$ cat src/rtl/mem_port_arbiter.sv
// Two-requester (fetch / data) arbiter in front of a single-ported memory, one transaction in flight.
// Define ARB_RR_EN to replace fixed data-port priority with alternation between contending requesters.
module mem_port_arbiter #(
  parameter int ADDR_W = 32,
  parameter int DATA_W = 32
) (
  input  logic                clk_i,
  input  logic                rst_n_i,
  input  logic                if_req_i,
  input  logic [ADDR_W-1:0]   if_addr_i,
  output logic                if_gnt_o,
  output logic                if_rvalid_o,
  output logic [DATA_W-1:0]   if_rdata_o,
  input  logic                dm_req_i,
  input  logic                dm_we_i,
  input  logic [DATA_W/8-1:0] dm_be_i,
  input  logic [ADDR_W-1:0]   dm_addr_i,
  input  logic [DATA_W-1:0]   dm_wdata_i,
  output logic                dm_gnt_o,
  output logic                dm_rvalid_o,
  output logic [DATA_W-1:0]   dm_rdata_o,
  output logic                mem_req_o,
  output logic                mem_we_o,
  output logic [DATA_W/8-1:0] mem_be_o,
  output logic [ADDR_W-1:0]   mem_addr_o,
  output logic [DATA_W-1:0]   mem_wdata_o,
  input  logic                mem_gnt_i,
  input  logic                mem_rvalid_i,
  input  logic [DATA_W-1:0]   mem_rdata_i,
  output logic                busy_o,
  output logic                proto_err_o
);

  localparam int BE_W = DATA_W / 8;

  typedef enum logic [1:0] {
    IDLE  = 2'd0,
    ISSUE = 2'd1,
    WAIT  = 2'd2
  } state_t;

  state_t state_q, state_d;

  logic              owner_if_q;
  logic [ADDR_W-1:0] addr_q;
  logic              we_q;
  logic [BE_W-1:0]   be_q;
  logic [DATA_W-1:0] wdata_q;

  logic              if_rvalid_q, dm_rvalid_q;
  logic [DATA_W-1:0] if_rdata_q, dm_rdata_q;
  logic              proto_err_q;

  logic any_req;
  logic pick_if;
  logic latch_en;
  logic resp_fire;

  assign any_req   = if_req_i | dm_req_i;
  assign resp_fire = (state_q == WAIT) & mem_rvalid_i;
  assign latch_en  = any_req & ((state_q == IDLE) | resp_fire);

`ifdef ARB_RR_EN
  logic last_owner_if_q;

  // On contention the requester that did not win last time goes first
  always_comb begin
    pick_if = if_req_i & (~dm_req_i | ~last_owner_if_q);
  end

  always_ff @(posedge clk_i or negedge rst_n_i) begin
    if (!rst_n_i) begin
      last_owner_if_q <= 1'b0;
    end else if (latch_en) begin
      last_owner_if_q <= pick_if;
    end
  end
`else
  always_comb begin
    pick_if = if_req_i & ~dm_req_i;
  end
`endif

  always_ff @(posedge clk_i or negedge rst_n_i) begin
    if (!rst_n_i) begin
      state_q <= IDLE;
    end else begin
      state_q <= state_d;
    end
  end

  always_comb begin
    state_d = state_q;
    case (state_q)
      IDLE:    if (any_req) state_d = ISSUE;
      ISSUE:   if (mem_gnt_i) state_d = WAIT;
      WAIT:    if (mem_rvalid_i) state_d = any_req ? ISSUE : IDLE;
      default: state_d = IDLE;
    endcase
  end

  always_comb begin
    mem_req_o   = 1'b0;
    mem_we_o    = 1'b0;
    mem_be_o    = '0;
    mem_addr_o  = '0;
    mem_wdata_o = '0;
    if_gnt_o    = 1'b0;
    dm_gnt_o    = 1'b0;
    busy_o      = (state_q != IDLE);
    if (state_q == ISSUE) begin
      mem_req_o   = 1'b1;
      mem_we_o    = we_q;
      mem_be_o    = be_q;
      mem_addr_o  = addr_q;
      mem_wdata_o = wdata_q;
      if_gnt_o    = mem_gnt_i & owner_if_q;
      dm_gnt_o    = mem_gnt_i & ~owner_if_q;
    end
  end

  // Fetches are captured as full-word reads regardless of the data-port fields
  always_ff @(posedge clk_i or negedge rst_n_i) begin
    if (!rst_n_i) begin
      owner_if_q <= 1'b0;
      addr_q     <= '0;
      we_q       <= 1'b0;
      be_q       <= '0;
      wdata_q    <= '0;
    end else if (latch_en) begin
      owner_if_q <= pick_if;
      if (pick_if) begin
        addr_q  <= if_addr_i;
        we_q    <= 1'b0;
        be_q    <= '1;
        wdata_q <= '0;
      end else begin
        addr_q  <= dm_addr_i;
        we_q    <= dm_we_i;
        be_q    <= dm_be_i;
        wdata_q <= dm_wdata_i;
      end
    end
  end

  always_ff @(posedge clk_i or negedge rst_n_i) begin
    if (!rst_n_i) begin
      if_rvalid_q <= 1'b0;
      dm_rvalid_q <= 1'b0;
      if_rdata_q  <= '0;
      dm_rdata_q  <= '0;
    end else begin
      if_rvalid_q <= resp_fire & owner_if_q;
      dm_rvalid_q <= resp_fire & ~owner_if_q;
      if (resp_fire & owner_if_q) if_rdata_q <= mem_rdata_i;
      if (resp_fire & ~owner_if_q) dm_rdata_q <= mem_rdata_i;
    end
  end

  // A response outside WAIT has no owner; it is dropped and flagged until reset
  always_ff @(posedge clk_i or negedge rst_n_i) begin
    if (!rst_n_i) begin
      proto_err_q <= 1'b0;
    end else if (mem_rvalid_i && (state_q != WAIT)) begin
      proto_err_q <= 1'b1;
    end
  end

  assign if_rvalid_o = if_rvalid_q;
  assign dm_rvalid_o = dm_rvalid_q;
  assign if_rdata_o  = if_rdata_q;
  assign dm_rdata_o  = dm_rdata_q;
  assign proto_err_o = proto_err_q;

endmodule
$ cat config.mk
export PLATFORM = sky130hd
export DESIGN_NAME = mem_port_arbiter
export DESIGN_NICKNAME = d
export VERILOG_FILES = /design/src/rtl/mem_port_arbiter.sv
export SDC_FILE = /design/constraint.sdc
export NUM_CORES = 1
export LEC_CHECK = 0
export CORE_UTILIZATION = 42
export DETAILED_ROUTE_END_ITERATION = 12
export PLACE_DENSITY = 0.86
export SLEW_MARGIN = 15
export SYNTH_ARGS = -nofsm -noshare
export SYNTH_HDL_FRONTEND = slang
export SYNTH_SLANG_ARGS = --single-unit
$ cat constraint.sdc
create_clock -name clk_i -period 1.96 [get_ports clk_i]
set_input_delay 0.392 -clock clk_i [delete_from_list [all_inputs] [get_ports clk_i]]
set_output_delay 0.392 -clock clk_i [all_outputs]
set_load 0.005 [all_outputs]
==> key figures, run 1 <==
STA
  • Setup TNS: -4417 ps
  • Unrepaired setup endpoints after global routing: true
  • Max Fclk: 474.4 MHz
  • Tmin final: 2108 ps
  • Final hold vios: 0
  • Slew of the pin with the lowest slew margin: 328.2 ps
  • Final Skew: 5.130 ps
  • Fin worst setup slack: -148.1 ps
  • Tcrit/Tclk final: 107.6%
  • Fin. max-slew vios: 0
  • Final setup viols: 49
  • Max_slew headroom: 78.12%

Setup path
  • Cell family with most CP delay: buffers and inverters
  • Reg2reg start: state_q[0]$_DFFE_PN0P_
  • RR Endpoint: dm_rdata_o[4]$_DFFE_PN0P_
  • Setup slack, reg-to-reg: 90 ps
  • Critical Path AT: 1720 ps
  • Slowest Stage Delay on Critical Path: 410 ps
  • Crit path capture type: primary output
  • Buf/Inv on CP: 5
  • Critical path's slowest cell: dfrtp_1
  • CP required: 1570 ps
  • Levels on crit path: 7
  • FF-to-FF path depth: 6
  • Crit Path Category: reg -> out
  • CP most frequent cell: buf_4
  • Crit-path cells: nor2b_4, buf_4, buf_6, buf_4, buf_12, and3_4, clkbuf_2
  • CP Max Fanout: 7
  • Start point of the critical path: state_q[1]$_DFFE_PN0P_
  • Crit start category: register
  • CP endpoint: if_gnt_o

Detailed routing
  • Number of DRC markers in iteration 0: 205
  • Final wirelength: 18.00 mm
  • 1st-pass router iterations: 5
  • Antenna-violating nets left: 0
  • Average vias per placed instance: 4.992
  • Via count: 4,638
  • Met2 Wirelength: 9.558 mm
  • WL per Instance: 19.38 um
  • DR DRC count: 0
  • Wl on met1: 6.545 mm
  • Max Used Layer: met4
  • Met3 WL post-DR: 1.499 mm

Floorplan
  • FP Rows: 43
  • Die height: 121.5 um
  • Die width: 121.5 um
  • Die area: 14,770 um2
  • Starting Density: 43.07%
  • Core area: 13,930 um2
  • Io pins: 279

Finish
  • Most common cell after layout, fill and taps aside: clkdlybuf4s50_1
  • Final net count: 875
  • Final Instance Area: 9922 um2
  • Most frequent cells in the layout: 204 x clkdlybuf4s50_1, 139 x dfrtp_1, 115 x mux2_2
  • Fin util: 71.20%
  • # fillers: 946
  • Diode count: 0
  • Share of cells above drive strength 1: 41.52%
  • Area Overhead vs Synth: 65.31%

Outcome
  • Failing checks: negative setup slack
  • Status: complete, but fails checks

Min path
  • Hold WC Path Type: in -> async

Power and ir drop
  • Power Dens Cells: 1545 nW/um2
  • Final Power: 15.33 mW
  • IR drop worst, VDD: 0.0008433 V
  • Pleak: 4.441 nW

Global route
  • Largest net degree at the start of global routing: 60
  • Vias in the first global route: 4,723
  • GRT Residual Overflow: 0
  • Tot GR Track Use: 22.53%
  • Initial antenna violation count: 0
  • Global-route wire length before repair: 25.12 mm

Yosys
  • Yosys top cell by area: dfrtp_1
  • Yosys cell types: 27
  • Mapped cell area: 6002 um2
  • Area fraction of the dominant cell type after synthesis: 57.95%
  • Yosys warns: 0
  • Cells after synthesis: 425
  • Syn Area/Cell: 14.12 um2
  • Seq/Total Area, Yosys: 57.95%
  • Post-synth net total: 564
  • Ys async rst share: 100.0%
  • Synthesized flop and latch total: 139
  • EDFF count, synth: 0
  • Synth area leaders: dfrtp_1 58%, mux2_2 22%, and2_1 7.2%
  • Main synth FF type: dfrtp_1

Place
  • Placer congestion estimate: 0.7954
  • Final HPWL DP: 11.80 mm
  • Post-Place Setup Slack: -143.4 ps
  • Placed cell area: 9081 um2
  • Port Buffers: 278

Clocking
  • Clock sink total: 139
  • Worst skew pair latency: 410 ps
  • Root buffer cell: clkbuf_16
  • Clk buf depth: 2
  • Number of H-tree levels: 4
  • Cts bufs inserted: 17
  • CTS tree: done
  • Clock-pin slew reported for the worst setup and hold paths after clock tree synthesis: 60 ps

Job
  • Maximum Capacitance Violations: 0
[area by class of cell]
cell class	instances	area, um2	area share [%]
tap	180	225.2	2.270
timing repair buffer	321	3141	31.65
multi-input combinational	255	2471	24.91
clock buffer	18	439.2	4.426
inverter	2	7.507	0.07566
sequential	139	3478	35.06
clock inverter	14	160.2	1.614
[cell families (layout without fill, tap and decap cells)]
logic type / Yosys count / count (layout) / share of synthesized area, %
buffers and inverters: 31 / 355 / 2.918
and+or+nand+nor: 86 / 86 / 9.277
muxes: 128 / 128 / 24.01
AOI/OAI and AO/OA: 41 / 41 / 5.837
DFF: 139 / 139 / 57.95
[worst min-delay path by stage]
stage,end,cells after the start
global placement,if_rdata_o[23]$_DFFE_PN0P_,1
CTS,if_rdata_o[25]$_DFFE_PN0P_,2
detailed placement,if_rdata_o[30]$_DFFE_PN0P_,1
floorplan,addr_q[0]$_DFFE_PN0P_,0
global route,if_rdata_o[30]$_DFFE_PN0P_,2
finish,if_rdata_o[23]$_DFFE_PN0P_,2
[state kept, by name (all words and copies together), names as in the netlist]
name / count
addr_q: 32
be_q: 4
dm_rdata_o: 32
dm_rvalid_o: 1
if_rdata_o: 32
if_rvalid_o: 1
owner_if_q: 1
proto_err_o: 1
state_q: 2
wdata_q: 32
we_q: 1
[synthesized netlist by cell type, drive strengths merged (2+ instances only)]
cell    count
o22a        4
mux2      128
nand2b      2
dfrtp     139
nor2        3
nor2b       3
clkbuf      9
buf        20
and2       69
a22o       33
inv         2
and3        2
[per-layer routing]
metal  vias up  global-route usage [%]
li1       2118                       -
met1      2286                   25.37
met2       210                   38.78
met3        24                   8.755
met4         0                   7.870
met5         -                       0
[stage by stage]
step                instances  hold WS (ps)
finish                    929         410.4
global route              929         407.5
CTS                       907         413.4
detailed placement        871         273.8
global placement          871         270.1
floorplan                 425         96.41
[worst register-to-register path, stage by stage (launching register included)]
cell and delay [ps]:
dfrtp_1 370, buf_4 130, buf_4 150, nand2b_1 210, nor3b_4 270, buf_12 250, mux2_2 390
[report_power, final]
part / switching [mW] / internal (mW) / total (mW)
Combinational: 2.53 / 4.60 / 7.13
Clock: 1.30 / 1.94 / 3.23
Sequential: 0.763 / 4.21 / 4.97
Total: 4.59 / 10.7 / 15.3
[what timing repair did]
item,in CTS,in global routing
pin swaps,0,22
hold buffers,1,0
gates cloned,1,8
hold endpoints to repair,24,0
endpoints found under the setup margin,73,70
resized for setup,78,216
setup buffers,2,17
(Power assumes the default switching activity.)
==> run 2, diff against run 1 <==
SKIP_LAST_GASP = 1   (was default)
SLEW_MARGIN = 10   (was 15)
==> run 2 against run 1 <==
  * The run still ends with negative setup slack left
  * Fmax shrank 4.8%
  * Register-to-register slack is essentially flat
  * Critical path type unchanged
  * Clock skew increased by 2.2 ps
  * Sequential share of layout area decreased by 0.27 points
==> key figures, run 2 (same netlist as run 1, synthesis figures left out) <==
Setup path
  • CP required: 1570 ps
  • Crit Path Category: reg -> out
  • Crit path capture type: primary output
  • Critical path's slowest cell: dfrtp_1
  • CP Max Fanout: 7
  • Cell family with most CP delay: buffers and inverters
  • Crit-path cells: nor2b_4, buf_6, buf_6, buf_6, buf_6, clkbuf_16, and2_1, dlymetal6s2s_1
  • CP most frequent cell: buf_6
  • Start point of the critical path: state_q[0]$_DFFE_PN0P_
  • Reg2reg start: state_q[0]$_DFFE_PN0P_
  • Crit start category: register
  • Buf/Inv on CP: 6
  • Critical Path AT: 1820 ps
  • Slowest Stage Delay on Critical Path: 370 ps

Global route
  • Vias in the first global route: 4,728
  • GRT Residual Overflow: 0
  • Tot GR Track Use: 22.51%
  • Met2 Usage GRT: 38.71%
  • Largest net degree at the start of global routing: 60
  • Met3 global-route usage: 8.708%
  • Global routing's busiest layer: met2
  • GR Util met1: 25.42%
  • Initial antenna violation count: 0
  • Global-route wire length before repair: 25.12 mm

Clocking
  • Clock-pin slew reported for the worst setup and hold paths after clock tree synthesis: 60 ps
  • Root buffer cell: clkbuf_16
  • Cts bufs inserted: 17
  • Number of H-tree levels: 4
  • Clock sink total: 139
  • Clk buf depth: 2
  • CTS tree: done
  • Worst skew pair latency: 410 ps

Detailed routing
  • Number of DRC markers in iteration 0: 224
  • 1st-pass router iterations: 4
  • Via count: 4,651
  • Antenna-violating nets left: 0
  • Final wirelength: 17.78 mm
  • Average vias per placed instance: 5.023
  • DR DRC count: 0
  • WL per Instance: 19.20 um

Finish
  • Most frequent cells in the layout: 204 x clkdlybuf4s50_1, 139 x dfrtp_1, 115 x mux2_2
  • Share of cells above drive strength 1: 35.66%
  • Most common cell after layout, fill and taps aside: clkdlybuf4s50_1
  • Area Overhead vs Synth: 66.60%
  • # fillers: 930
  • Diode count: 0
  • Final net count: 872

STA
  • Max Fclk: 451.7 MHz
  • Tcrit/Tclk final: 112.9%
  • Final Skew: 7.307 ps
  • Tmin final: 2214 ps
  • Fin. max-slew vios: 0
  • Slew of the pin with the lowest slew margin: 323.5 ps
  • Fin worst setup slack: -253.7 ps
  • Setup TNS: -9727 ps
  • Final hold vios: 0
  • Unrepaired setup endpoints after global routing: true
  • Max_slew headroom: 78.44%
  • Final setup viols: 68

Floorplan
  • Die area: 14,770 um2
  • Core area: 13,930 um2
  • FP Rows: 43
  • Die height: 121.5 um
  • Die width: 121.5 um
  • Starting Density: 43.07%
  • Io pins: 279

Place
  • Placer congestion estimate: 0.7954
  • Post-Place Setup Slack: -143.4 ps
  • Port Buffers: 278
  • Final HPWL DP: 11.80 mm

Job
  • Maximum Capacitance Violations: 0

Outcome
  • Failing checks: negative setup slack
  • Status: complete, but fails checks

Min path
  • Hold WC Path Type: in -> async

Power and ir drop
  • Power Dens Cells: 1521 nW/um2
  • Pleak: 4.749 nW
  • IR drop worst, VDD: 0.0008423 V
==> run 2: cell types whose count changed in the layout (fill, tap and decap cells not counted) <==
| cell | before | now |
|---|---|---|
| clkbuf_2 | 36 | 24 |
| buf_4 | 14 | 12 |
| and2_1 | 30 | 47 |
| buf_6 | 41 | 32 |
| buf_12 | 8 | 9 |
| clkdlybuf4s15_2 | 1 | 0 |
| and2_4 | 39 | 22 |
| dlymetal6s2s_1 | 0 | 25 |
| buf_2 | 11 | 6 |
==> run 2: final timing paths <==
path	to	slack, ps	cells after the start
max	mem_wdata_o[24]	-250	8
min	if_rdata_o[23]$_DFFE_PN0P_	410	2
max reg2reg	dm_rdata_o[4]$_DFFE_PN0P_	90	6
min reg2reg	addr_q[14]$_DFFE_PN0P_	490	1
max in group asynchronous	wdata_q[31]$_DFFE_PN0P_	950	3
min in group clk_i	addr_q[14]$_DFFE_PN0P_	490	1
==> run 2: area by class of cell <==
type / instances / area, um2 / area share, %
well taps: 180 / 225.2 / 2.252
multi-input cells: 255 / 2429 / 24.29
repair buffers: 318 / 3261 / 32.61
clock buffers: 18 / 439.2 / 4.392
flip-flops and latches: 139 / 3478 / 34.78
inverters: 2 / 7.507 / 0.07508
clock inverters: 14 / 160.2 / 1.602
==> run 2: timing repair <==
action | CTS | global route
setup buffers | 2 | 14
endpoints found under the hold margin | 24 | 0
gates resized for setup | 17 | 188
hold buffers | 1 | 0
setup endpoints to repair | 73 | 71
pin swaps | 0 | 20
gates cloned | 1 | 8
==> run 2: report_power, final <==
group / internal, mW / total [mW] / leakage, nW / switching (mW)
registers: 4.20 / 4.94 / 1.70 / 0.734
logic: 4.55 / 7.04 / 2.77 / 2.49
clock network: 1.94 / 3.23 / 0.286 / 1.30
==> run 2: metal layers <==
layer	routed length [um]	part of all wire (%)	up-vias
li1	-	-	2110
met1	6508	37	2304
met2	9286	52	203
met3	1482	8.3	34
met4	501	2.8	0
met5	0	0	-
==> run 2: stage by stage <==
step	total power, mW	util (%)	instances	hold slack, ps	cell area [um2]
5_1_grt	16.02	71.76	926	408.8	10000
2_1_floorplan	7.424	-	425	96.41	6002
4_1_cts	14.53	69.65	907	413.4	9706
6_report	15.21	71.76	926	410.1	10000
3_3_place_gp	10.90	65.17	871	270.1	9081
3_5_place_dp	11.15	65.17	871	273.8	9081
